**config.mk**
```make
export PLATFORM = sky130hd
export DESIGN_NAME = prefix_subtractor_pipe
export DESIGN_NICKNAME = d
export VERILOG_FILES = /design/src/rtl/prefix_pkg.sv /design/src/rtl/prefix_cell.sv /design/src/rtl/prefix_subtractor_pipe.sv
export SDC_FILE = /design/constraint.sdc
export NUM_CORES = 1
export LEC_CHECK = 0
export ABC_AREA = 1
export ABC_CLOCK_PERIOD_IN_PS = 1700
export BUFFER_PORTS_ARGS = -buffer_cell sky130_fd_sc_hd__buf_4
export CAP_MARGIN = 0
export CORE_ASPECT_RATIO = 0.75
export CORE_UTILIZATION = 56
export CTS_CLUSTER_DIAMETER = 50
export DETAILED_ROUTE_END_ITERATION = 6
export PLACE_DENSITY_LB_ADDON = 0.3
export REMOVE_ABC_BUFFERS = 1
export SYNTH_ARGS = -nofsm -noshare
export SYNTH_HDL_FRONTEND = slang
export SYNTH_HIERARCHICAL = 1
export SYNTH_SLANG_ARGS = --single-unit
```
**constraint.sdc**
```tcl
create_clock -name clk -period 1.7 [get_ports clk]
set_input_delay 0.17 -clock clk [delete_from_list [all_inputs] [get_ports clk]]
set_output_delay 0.17 -clock clk [all_outputs]
set_load 0.05 [all_outputs]
```
**src/rtl/prefix_pkg.sv**
```systemverilog
// Shared constants and elaboration helpers for the prefix subtractor pipeline.
package prefix_pkg;

    localparam int PREFIX_DEFAULT_N = 8;

    // Number of Kogge-Stone levels needed to span n bits: ceil(log2 n).
    function automatic int prefix_levels(input int n);
        int lvl;
        lvl = 0;
        for (int k = 0; k < 31; k++) begin
            if ((32'sd1 <<< lvl) < n) begin
                lvl = lvl + 1;
            end
        end
        return lvl;
    endfunction

endpackage

```
**src/rtl/prefix_cell.sv**
```systemverilog
// Kogge-Stone black cell: merges a high (generate, propagate) group with the adjacent low group.
module prefix_cell (
    input  logic g_hi,
    input  logic p_hi,
    input  logic g_lo,
    input  logic p_lo,
    output logic g_out,
    output logic p_out
);

    assign g_out = g_hi | (p_hi & g_lo);
    assign p_out = p_hi & p_lo;

endmodule

```
**src/rtl/prefix_subtractor_pipe.sv**
```systemverilog
// Three-stage valid/ready subtractor: bitwise g/p, Kogge-Stone carry tree, then sum and flags.
module prefix_subtractor_pipe
    import prefix_pkg::*;
#(
    parameter int N = PREFIX_DEFAULT_N
) (
    input  logic         clk,
    input  logic         rst,
    input  logic         in_valid,
    output logic         in_ready,
    input  logic [N-1:0] x,
    input  logic [N-1:0] y,
    input  logic         bin,
    output logic         out_valid,
    input  logic         out_ready,
    output logic [N-1:0] d,
    output logic         bout,
    output logic         zero,
    output logic         ovf
);

    localparam int LEVELS = prefix_levels(N);

    logic         v1_r;
    logic         v2_r;
    logic         adv1_s;
    logic         adv2_s;
    logic         adv3_s;

    logic [N-1:0] g1_r;
    logic [N-1:0] p1_r;
    logic         cin1_r;
    logic         xmsb1_r;

    logic [N-1:0] gg2_r;
    logic [N-1:0] p2_r;
    logic         cin2_r;
    logic         xmsb2_r;

    logic [N-1:0] carry_s;
    logic [N-1:0] sum_s;
    logic         unused_s;

    // A stage may load when it is empty or its contents move on this cycle.
    assign adv3_s   = !out_valid || out_ready;
    assign adv2_s   = !v2_r || adv3_s;
    assign adv1_s   = !v1_r || adv2_s;
    assign in_ready = adv1_s;

    // Stage valid bits; cleared asynchronously so in-flight beats are discarded on reset.
    always_ff @(posedge clk or posedge rst) begin
        if (rst) begin
            v1_r <= 1'b0;
            v2_r <= 1'b0;
        end else begin
            if (adv1_s) begin
                v1_r <= in_valid;
            end
            if (adv2_s) begin
                v2_r <= v1_r;
            end
        end
    end

    // Stage 1 data: subtraction is x + ~y + ~bin, so form g/p against the inverted subtrahend.
    always_ff @(posedge clk) begin
        if (in_valid && adv1_s) begin
            g1_r    <= x & ~y;
            p1_r    <= x ^ ~y;
            cin1_r  <= ~bin;
            xmsb1_r <= x[N-1];
        end
    end

    // Carry-in is folded into bit 0 so the tree needs only ceil(log2 N) levels.
    for (genvar l = 0; l <= LEVELS; l++) begin : lv
        logic [N-1:0] g_s;
        logic [N-1:0] p_s;
        if (l == 0) begin : base
            assign g_s = {g1_r[N-1:1], g1_r[0] | (p1_r[0] & cin1_r)};
            assign p_s = p1_r;
        end else begin : tree
            localparam int DIST = 32'sd1 <<< (l - 1);
            for (genvar j = 0; j < N; j++) begin : bit_j
                if (j < DIST) begin : pass
                    assign g_s[j] = lv[l-1].g_s[j];
                    assign p_s[j] = lv[l-1].p_s[j];
                end else begin : black
                    prefix_cell u_cell (
                        .g_hi  (lv[l-1].g_s[j]),
                        .p_hi  (lv[l-1].p_s[j]),
                        .g_lo  (lv[l-1].g_s[j-DIST]),
                        .p_lo  (lv[l-1].p_s[j-DIST]),
                        .g_out (g_s[j]),
                        .p_out (p_s[j])
                    );
                end
            end
        end
    end

    // Final-level group propagate is not needed once every carry is resolved.
    assign unused_s = ^lv[LEVELS].p_s;

    // Stage 2 data: group generate of bit i is the carry out of bit i.
    always_ff @(posedge clk) begin
        if (v1_r && adv2_s) begin
            gg2_r   <= lv[LEVELS].g_s;
            p2_r    <= p1_r;
            cin2_r  <= cin1_r;
            xmsb2_r <= xmsb1_r;
        end
    end

    assign carry_s = {gg2_r[N-2:0], cin2_r};
    assign sum_s   = p2_r ^ carry_s;

    // Stage 3: registered result and flags, held while the consumer stalls.
    always_ff @(posedge clk or posedge rst) begin
        if (rst) begin
            out_valid <= 1'b0;
            d         <= {N{1'b0}};
            bout      <= 1'b0;
            zero      <= 1'b0;
            ovf       <= 1'b0;
        end else if (adv3_s) begin
            out_valid <= v2_r;
            if (v2_r) begin
                d    <= sum_s;
                bout <= ~gg2_r[N-1];
                zero <= (sum_s == {N{1'b0}});
                ovf  <= ~p2_r[N-1] & (sum_s[N-1] ^ xmsb2_r);
            end
        end
    end

endmodule

```
After elaboration in Yosys (flattened, before gate mapping)
Index checks and enable logic that the tools add are counted.

Register bits after elaboration: 50. Bits in latches: 0. Memory bits (writable): 0. Memory bits (read-only): 0. Bits of input ports: 21. Output and inout port bits: 13. Memories: 0.

Add/subtract/negate cells: 0. Multipliers: 0. Div/mod/pow operators: 0. Magnitude comparators: 0. Equal/unequal tests: 0. Shifts and indexed selects: 0. Multiplexer cells: 0. Bitwise logic cells: 55. Reductions and logical operators: 10.

Operators with widths (count): 1-bit AND (29); 1-bit OR (18); 8-bit bitwise XOR (2); 8-bit AND (1); 8-bit zero test (1); 8-bit inverter (1); 1-bit zero test (3); 1-bit logical OR (3); 1-bit inverter (3); 1-bit logical AND (2); 2-bit AND reduction (1); 1-bit bitwise XOR (1).

Longest topological paths before layout
Gate-level depths: netlist of the first run.

Word-level depth: 8. Mapped depth: 7. Mapped depth without buffers: 7.

Modules after synthesis
The synthesis of the first run kept the hierarchy.

By module, submodules not included: prefix_subtractor_pipe (instances 1, cells each 145, area an instance 1913.1 µm²); prefix_cell (instances 17, cells each 5, area an instance 18.8 µm²).

Worst setup path before layout of the first run
No wires, ideal clock.

Path kind: flip-flop to flip-flop. Start: register out_valid. End: register cin1_r, enable pin. Data arrival time: 1721 ps. Data required time: 1327 ps. Setup slack: -394 ps. Cell stages (with the launch flop): 6. Clock period less this slack: 2094 ps. Cell sequence: dfrtp_1 > nand2_1 > nor2_1 > nand2_1 > nand2_1 > inv_1.

Word-level cells in the longest chain between the ends: 5.

Ends and longest elaborated chain: start, declared (RTL line prefix_subtractor_pipe.sv:14) `output logic out_valid,`; start signal, assigned (RTL line prefix_subtractor_pipe.sv:127) `out_valid <= v2_r;`; 1-bit zero test (RTL line prefix_subtractor_pipe.sv:45) `assign adv3_s = !out_valid || out_ready;`; 1-bit logical OR (RTL line prefix_subtractor_pipe.sv:45); 1-bit logical OR (RTL line prefix_subtractor_pipe.sv:46) `assign adv2_s = !v2_r || adv3_s;`; 1-bit logical OR (RTL line prefix_subtractor_pipe.sv:47) `assign adv1_s = !v1_r || adv2_s;`; named net in_ready (RTL line prefix_subtractor_pipe.sv:10) `output logic in_ready,`; 1-bit logical AND (RTL line prefix_subtractor_pipe.sv:67) `if (in_valid && adv1_s) begin`; end signal, assigned (RTL line prefix_subtractor_pipe.sv:70) `cin1_r <= ~bin;`; end, declared (RTL line prefix_subtractor_pipe.sv:32) `logic cin1_r;`.

The timed path passes the listed nets, and every way through them passes these cells. A chain may end at the register's enable or synchronous reset.

Worst setup path after layout of the first run
Start: register out_valid. End: output in_ready.

Word-level cells in the longest chain between the ends: 4.

Ends and longest elaborated chain (RTL line): 1-bit zero test (prefix_subtractor_pipe.sv:45); 1-bit logical OR (prefix_subtractor_pipe.sv:45); 1-bit logical OR (prefix_subtractor_pipe.sv:46); 1-bit logical OR (prefix_subtractor_pipe.sv:47); end, declared (prefix_subtractor_pipe.sv:10).

Every way passes these cells.

==> results of run 1 <==
==> worst max-delay path: stages (launching register included) <==
cell and delay, ns:
dfrtp_1 0.39, nand2_1 0.10, nor2_1 0.16, nand2_1 0.12, buf_4 0.21
==> per-stage QoR <==
stage	setup slack (ns)	utilization, %	hold slack (ns)	cell area [um^2]
CTS	0.259	70.3	0.0679	2590
global placement	0.357	67.8	0.231	2500
global route	0.138	70.3	0.0613	2590
finish	0.273	70.3	0.0760	2590
floorplan	-0.394	-	0.0592	2170
detailed placement	0.291	67.8	0.237	2500
==> final cells by class <==
| type | count | area share [%] |
|---|---|---|
| Sequential cell | 50 | 55.3 |
| Multi-Input combinational cell | 113 | 21.1 |
| Inverter | 52 | 7.54 |
| Tap cell | 52 | 2.51 |
| Clock buffer | 8 | 3.09 |
| Timing Repair Buffer | 36 | 10.5 |
==> worst max-delay path by stage <==
stage,from,to,slack (ns),cells past startpoint
floorplan,out_valid,cin1_r,-0.39,5
global placement,out_valid,cin1_r,0.36,6
detailed placement,out_valid,g1_r[1],0.29,6
CTS,out_valid,in_ready,0.26,4
global route,out_valid,in_ready,0.14,4
finish,out_valid,in_ready,0.27,4
==> sequential cells by signal (all words and copies together) (netlist names) <==
signal,flops
ovf,1
v1_r,1
cin1_r,1
v2_r,1
lv.p_s,8
xmsb1_r,1
zero,1
gg2_r,8
bout,1
xmsb2_r,1
p2_r,8
cin2_r,1
g1_r,8
out_valid,1
d,8
==> power by group through the flow <==
stage	sequential [uW]	clock (uW)	combinational, uW
finish	1740	632	1150
global route	1770	710	1260
CTS	1750	653	1160
detailed placement	1770	0	1160
global placement	1760	0	1140
floorplan	2190	0	378
==> metal layers <==
layer | up-vias | share of wire [%]
met5 | - | 0
met4 | 0 | 0.53
met3 | 2 | 5.4
met2 | 39 | 49
met1 | 608 | 45
li1 | 737 | -
==> cell usage in the layout, fill, tap and decap left out, types with 2 or more instances in the layout <==
cell and n:
nand2_2 2, clkbuf_8 5, nand2_1 85, clkbuf_1 3, ha_1 8, edfxtp_1 36, nor2_1 3, buf_4 35
dfrtp_1 14, xor2_1 3, o21ai_0 4, inv_1 51
==> timing repair <==
| item | 4_1_cts | 5_1_grt |
|---|---|---|
| hold buffers | 1 | 0 |
| endpoints found under the setup margin | 0 | 0 |
| endpoints found under the hold margin | 14 | 0 |
| buffers inserted | 0 | 0 |
==> impl_metrics.toml, run 1 <==
[worst_setup_path]
cp.arrival_ns = 1.26
r2r_cells = 6
r2r_end = "g1_r[4]"
path_class = "register to output pin"
r2r_start = "out_valid"
r2r_slack_ns = 0.31
crit_fanout = 3
worstPathRequired_ns = 1.53
worst_setup_path_start_kind = "register"
worst_setup_path_end_kind = "output pin"

[timing]
min_period_ns = 1.43
skew_ns = 0.00335
tightest_slew_ns = 0.511
fin_crit_sh_pct = 84.0
hold_viol = 0
finalMaxSlewViolations = 0
fin_tns_setup_ns = 0
setup_viol = 0
clock.fmax_mhz = 701
relSlewSlack_pct = 65.9
rsz0062_at_grt = "no"

[detailed_routing]
drt_wl_total_um = 3020
drt-pass1-iter-count = 4
detail-route-antenna-nets = 0
vias_per_cell = 4.46
drt_iter0_markers = 56
drc = 0
vias = 1386
wl_per_cell_um = 9.71

[global_routing]
grt_overflow_total = 0
grt_most_used_layer = "met2"
gr-usage-met2_pct = 28.4
grt_use_met1_pct = 21.4
track_usage_pct = 17.1
grt_pass1_vias = 1267
grt_pass1_wl_um = 5230
antenna_found_initial = 0
grt_max_degree = 19
use_met3_pct = 5.43

[cts]
cts.sinks = 50
clk_latency_ns = 0.28
cts_root_buffer = "clkbuf_8"
numCtsBuffers = 5
clk_pin_slew_ns = 0.08
cts_tree = "yes"
clk_path_buf_depth = 2
htreeDepth = 2
ctsResizeCount = 0

[die]
die_w_um = 74.0
start_util_pct = 59.2
ioPinCount = 34
die_h_um = 56.0
row_count = 19
dieArea_um2 = 4150
core_um2 = 3680

[hold_path]
min_to = "xmsb1_r"
holdCritPathClass = "input port to register"
holdCritStartpoint = "x[7]"
min_path_cells = 1

[layout]
seq_area_um2 = 1430
fin_cells = 311
drive_above_1_share_pct = 17.4
fin_nets = 287
area_delta_synth_final_pct = 18.8
fillerInstances = 287
multi_input_area_um2 = 546
antenna_cells = 0

[synthesis]
synth_warnings = 6
postSynthAreaPerCell_um2 = 10.1
synthCells = 216
synth_area_um2 = 2180

[power]
seqPwrFrac_pct = 49.4
total_power_uw = 3520
power.switching_uw = 1270
swShare_pct = 36.1
comb_power_share_pct = 32.6
vdd_ir_drop_max_uv = 751
p_per_area_nw_per_um2 = 1360
p_int_uw = 2250
cellLeakagePower_uw = 0.00136
p_clk_share_pct = 17.9

[place]
place_hpwl_um = 2300
post-place-cells = 302
port_buffers = 33
gp_congestion = 0.787

[flow_run]
maxCapViolCount = 0

[outcome]
status = "finished, final reports clean"
Note: power is estimated with default switching activity, not from simulation.
==> run 2: changes to the inputs <==
ABC_CLOCK_PERIOD_IN_PS = 1300   (was 1700)
CORE_UTILIZATION = 50   (was 56)
clock period = 1.3 ns   (was 1.7 ns; I/O delays follow)
==> run 2 against run 1 <==
  * Sequential share of layout area is 2.3 points lower
  * Global-route usage decreased by 1.3 points
  * Count of clock-buffer cells in the layout stayed put
  * Register-to-register slack lost 0.27 ns
  * Critical path depth shrank 1
  * Routed wire length grew 7.7%
  * Clock power increased by 43%
  * Cell area grew 4.4%
  * Worst setup slack worse by 0.23 ns
  * Cell count increased by 3.2%
==> impl_metrics.toml, run 2 (same netlist as run 1, synthesis figures left out) <==
[outcome]
status = "finished, final reports clean"

[die]
row_count = 20
core_um2 = 4100
dieArea_um2 = 4630
start_util_pct = 53.1
die_w_um = 78.2
ioPinCount = 34
die_h_um = 59.2

[detailed_routing]
drt_wl_total_um = 3250
detail-route-antenna-nets = 0
drt-pass1-iter-count = 4
drc = 0
wl_per_cell_um = 10.1
vias_per_cell = 4.42
vias = 1418
drt_iter0_markers = 27

[timing]
fin_crit_sh_pct = 97.0
relSlewSlack_pct = 65.7
clock.fmax_mhz = 793
hold_viol = 0
finalMaxSlewViolations = 0
skew_ns = 0.00452
tightest_slew_ns = 0.514
setup_viol = 0
min_period_ns = 1.26
rsz0062_at_grt = "yes"

[worst_setup_path]
worst_setup_path_start_kind = "register"
crit_top_cell = "buf_4"
cp_cell_sequence = "buf_4 > buf_4 > buf_4"
r2r_slack_ns = 0.04
r2r_start = "cin1_r"
worst_setup_path_end_kind = "output pin"
critical-path-max-stage-delay_ns = 0.39
r2r_end = "gg2_r[7]"
slowest_stage = "dfrtp_1"
worstPathRequired_ns = 1.17
crit_fanout = 2
cp.arrival_ns = 1.13
r2r_cells = 7
path_class = "register to output pin"

[global_routing]
grt_pass1_wl_um = 5400
grt_pass1_vias = 1277
grt_overflow_total = 0
track_usage_pct = 15.8
grt_max_degree = 19
antenna_found_initial = 0

[place]
post-place-cells = 308
port_buffers = 33
gp_congestion = 0.794
place_hpwl_um = 2370
dpl_cell_area_um2 = 2550

[cts]
cts_root_buffer = "clkbuf_8"
numCtsBuffers = 5
htreeDepth = 2
cts.sinks = 50
clk_pin_slew_ns = 0.08
cts_tree = "yes"
clk_path_buf_depth = 2
clk_latency_ns = 0.30

[hold_path]
holdCritPathClass = "input port to register"
min_to = "xmsb1_r"
min_path_cells = 1
holdCritStartpoint = "x[7]"

[layout]
mostFrequentLayoutCells = "nand2_1 (82), inv_1 (50), buf_4 (39)"
antenna_cells = 0
layout_commonest_cell = "nand2_1"
fin_nets = 294
area_delta_synth_final_pct = 24.1
drive_above_1_share_pct = 21.8
finalInstanceArea_um2 = 2700
fin_cells = 321

[power]
p_per_area_nw_per_um2 = 1790
vdd_ir_drop_max_uv = 1030
cellLeakagePower_uw = 0.00141

[flow_run]
maxCapViolCount = 0
-- run 2: changes by cell type in the layout (fill, tap and decap cells not counted), moves of 2 or more --
cell	before	now
buf_4	35	39
nand2_1	85	82
nand2_2	2	5
buf_12	0	2
-- run 2: cell type report --
type                    instances  area, um^2
repair buffers                 43         358
multi-input cells             113         561
fillers                       343        1400
well taps                      55        68.8
flip-flops and latches         50        1430
inverters                      52         195
clock buffers                   8        90.1
-- run 2: where the power goes --
group	switching, uW	total [uW]	internal, uW	leakage (uW)
clock network	468	902	434	0.0000455
registers	186	2290	2100	0.000519
logic	1090	1660	563	0.000848
total	1750	4850	3100	0.00141
-- run 2: worst max-delay path by stage --
stage / startpoint / to / cells past startpoint / slack (ns)
finish: out_valid / out_valid / 3 / 0.04
global route: cin1_r / gg2_r[7] / 7 / -0.04
CTS: out_valid / in_ready / 5 / -0.03
detailed placement: out_valid / lv[0].p_s[0] / 6 / 0.04
global placement: out_valid / cin1_r / 6 / 0.07
floorplan: out_valid / cin1_r / 5 / -0.79
-- run 2: timing repair --
action | in CTS | in global routing
cloned | 0 | 0
resized for setup | 7 | 2
pin swaps | 3 | 5
endpoints found under the setup margin | 1 | 2
hold buffers | 1 | 0
hold endpoints to repair | 14 | 0
buffers inserted | 1 | 4
-- run 2: through the flow --
step           setup WS, ns  setup TNS (ns)  util [%]  hold slack (ns)  total power (uW)
2_1_floorplan        -0.794          -21.64         -           0.0192              3350
3_3_place_gp         0.0715               0      62.2            0.189              3870
3_5_place_dp         0.0403               0      62.2            0.200              3910
4_1_cts             -0.0262         -0.0262      65.4          0.00651              4850
5_1_grt             -0.0394         -0.0394      65.9          0.00594              5110
6_report             0.0390               0      65.9           0.0141              4850
-- run 2: critical path: cells and delay by family (launching register included) --
kind / cells / cell delay [ns]
buffers and inverters: 3 / 0.44
flip-flops: 1 / 0.39
-- run 2: metal layers --
metal / GRT usage (%) / up-vias / wire [um] / part of all wire (%)
met4: 7.94 / 0 / 55 / 1.7
met5: 0 / - / 0 / 0
met2: 24.9 / 36 / 1490 / 46
li1: - / 755 / - / -
met1: 20.4 / 620 / 1540 / 47
met3: 4.62 / 7 / 162 / 5.0
==> run 3: changes to the inputs <==
CORE_UTILIZATION = 28   (was 50)
==> run 3 against run 2 <==
  * The flow now finishes with violations (negative setup slack)
  * First-iteration DRC count fell by 15%
  * Critical path depth rose by 2
  * Routed wire length rose by 9.1%
  * Die area rose by 76%
  * Total power rose by 4.4%
  * Cell area rose by 4.9%
  * Sequential share of layout area fell by 2.5 points
  * Non-clock buffer count did not move
  * Largest power group unchanged
==> impl_metrics.toml, run 3 (same netlist as run 1, synthesis figures left out) <==
[outcome]
status = "complete, but fails checks"
violations = "negative setup slack"

[detailed_routing]
drt_wl_total_um = 3550
vias_per_cell = 3.84
detail-route-antenna-nets = 0
vias = 1411
drt_iter0_markers = 23
drc = 0
wl_per_cell_um = 9.67
drt-pass1-iter-count = 4

[die]
die_w_um = 104
core_um2 = 7430
die_h_um = 78.4
start_util_pct = 29.3
row_count = 27
ioPinCount = 34
dieArea_um2 = 8140

[place]
place_ws_ns = 0.0373
place_hpwl_um = 2500
gp_congestion = 0.703
port_buffers = 33
post-place-cells = 353

[timing]
min_period_ns = 1.31
tightest_slew_ns = 0.525
hold_viol = 0
finalMaxSlewViolations = 0
fin_crit_sh_pct = 101
setup_viol = 1
relSlewSlack_pct = 64.9
worst_slack_ns = -0.00939
clock.fmax_mhz = 764
skew_ns = 0.00576
rsz0062_at_grt = "yes"

[layout]
fin_util_pct = 38.1
drive_above_1_share_pct = 22.9
fin_nets = 294
layout_commonest_cell = "nand2_1"
fin_cells = 367
antenna_cells = 0
area_delta_synth_final_pct = 30.1
fillerInstances = 754
mostFrequentLayoutCells = "nand2_1 (80), inv_1 (49), edfxtp_1 (36)"

[worst_setup_path]
cp.arrival_ns = 1.18
path_class = "register to output pin"
worstPathRequired_ns = 1.17
crit_fanout = 3
worst_setup_path_start_kind = "register"
worst_setup_path_end_kind = "output pin"

[flow_run]
maxCapViolCount = 0

[power]
vdd_ir_drop_max_uv = 993
p_per_area_nw_per_um2 = 1780
total_power_uw = 5060
cellLeakagePower_uw = 0.00144

[cts]
cts.sinks = 50
numCtsBuffers = 5
clk_pin_slew_ns = 0.09
htreeDepth = 2
cts_tree = "yes"
clk_path_buf_depth = 2
clk_latency_ns = 0.30
cts_root_buffer = "clkbuf_8"

[global_routing]
grt_pass1_vias = 1314
antenna_found_initial = 0
grt_overflow_total = 0
track_usage_pct = 9.41
grt_max_degree = 19
grt_pass1_wl_um = 5820

[hold_path]
holdCritPathClass = "input port to register"
-- run 3: changes by cell type in the layout (fill, tap and decap cells not counted), sizes merged --
cell    before  now
buf         42   40
bufinv       0    1
clkbuf       8    9
-- run 3: metrics by stage --
step / hold WS, ns / cell area (um^2) / setup TNS, ns
final: 0.0168 / 2840 / -0.00939
after global routing: 0.00117 / 2840 / -0.643
after CTS: 0.00715 / 2740 / -0.0622
after detailed placement: 0.205 / 2600 / 0
after global placement: 0.211 / 2600 / 0
after floorplan: 0.0192 / 2170 / -21.64
-- run 3: cell type report --
class	count	area, um^2	share of cell area [%]
clock buffers	7	76.3	2.69
clock inverters	1	30.0	1.06
inverters	52	198	6.97
repair buffers	43	400	14.1
multi-input cells	113	573	20.2
well taps	101	126	4.46
flip-flops and latches	50	1430	50.5
-- run 3: worst paths after layout --
check                      startpoint        to  slack (ns)  cells past startpoint
setup reg to reg            out_valid   xmsb1_r        0.03                      6
hold / removal                   x[7]   xmsb1_r        0.02                      1
max in group asynchronous         rst      d[2]        0.53                      3
hold reg to reg               xmsb1_r   xmsb2_r        0.43                      0
min in group asynchronous         rst      d[7]        0.42                      3
setup / recovery                 v2_r  in_ready      -0.009                      5
-- run 3: layer usage --
metal / part of all wire (%) / GRT usage [%] / vias to the layer above
met3: 5.0 / 3.82 / 4
met1: 54 / 12.3 / 628
met5: 0 / 0 / -
met2: 40 / 13.8 / 29
met4: 1.2 / 3.86 / 0
li1: - / - / 750
-- run 3: power breakdown --
| group | internal (uW) | total, uW | leakage (uW) | switching [uW] |
|---|---|---|---|---|
| Combinational | 585 | 1700 | 0.000866 | 1110 |
| Clock | 576 | 1070 | 0.0000524 | 493 |
| Sequential | 2100 | 2290 | 0.000519 | 189 |
| Total | 3260 | 5060 | 0.00144 | 1800 |
-- run 3: repair_timing --
item,in CTS,in global routing
gates resized for setup,5,10
hold endpoints to repair,14,0
pin swaps,3,7
buffers inserted,1,2
hold buffers,1,0
setup endpoints to repair,1,20
gates cloned,0,2
-- run 3: worst max-delay path: stages, from the launching register on --
cell and delay (ns):
dfrtp_1 0.38, inv_2 0.07, nor2_4 0.12, nand2_2 0.06, buf_6 0.12, buf_8 0.14
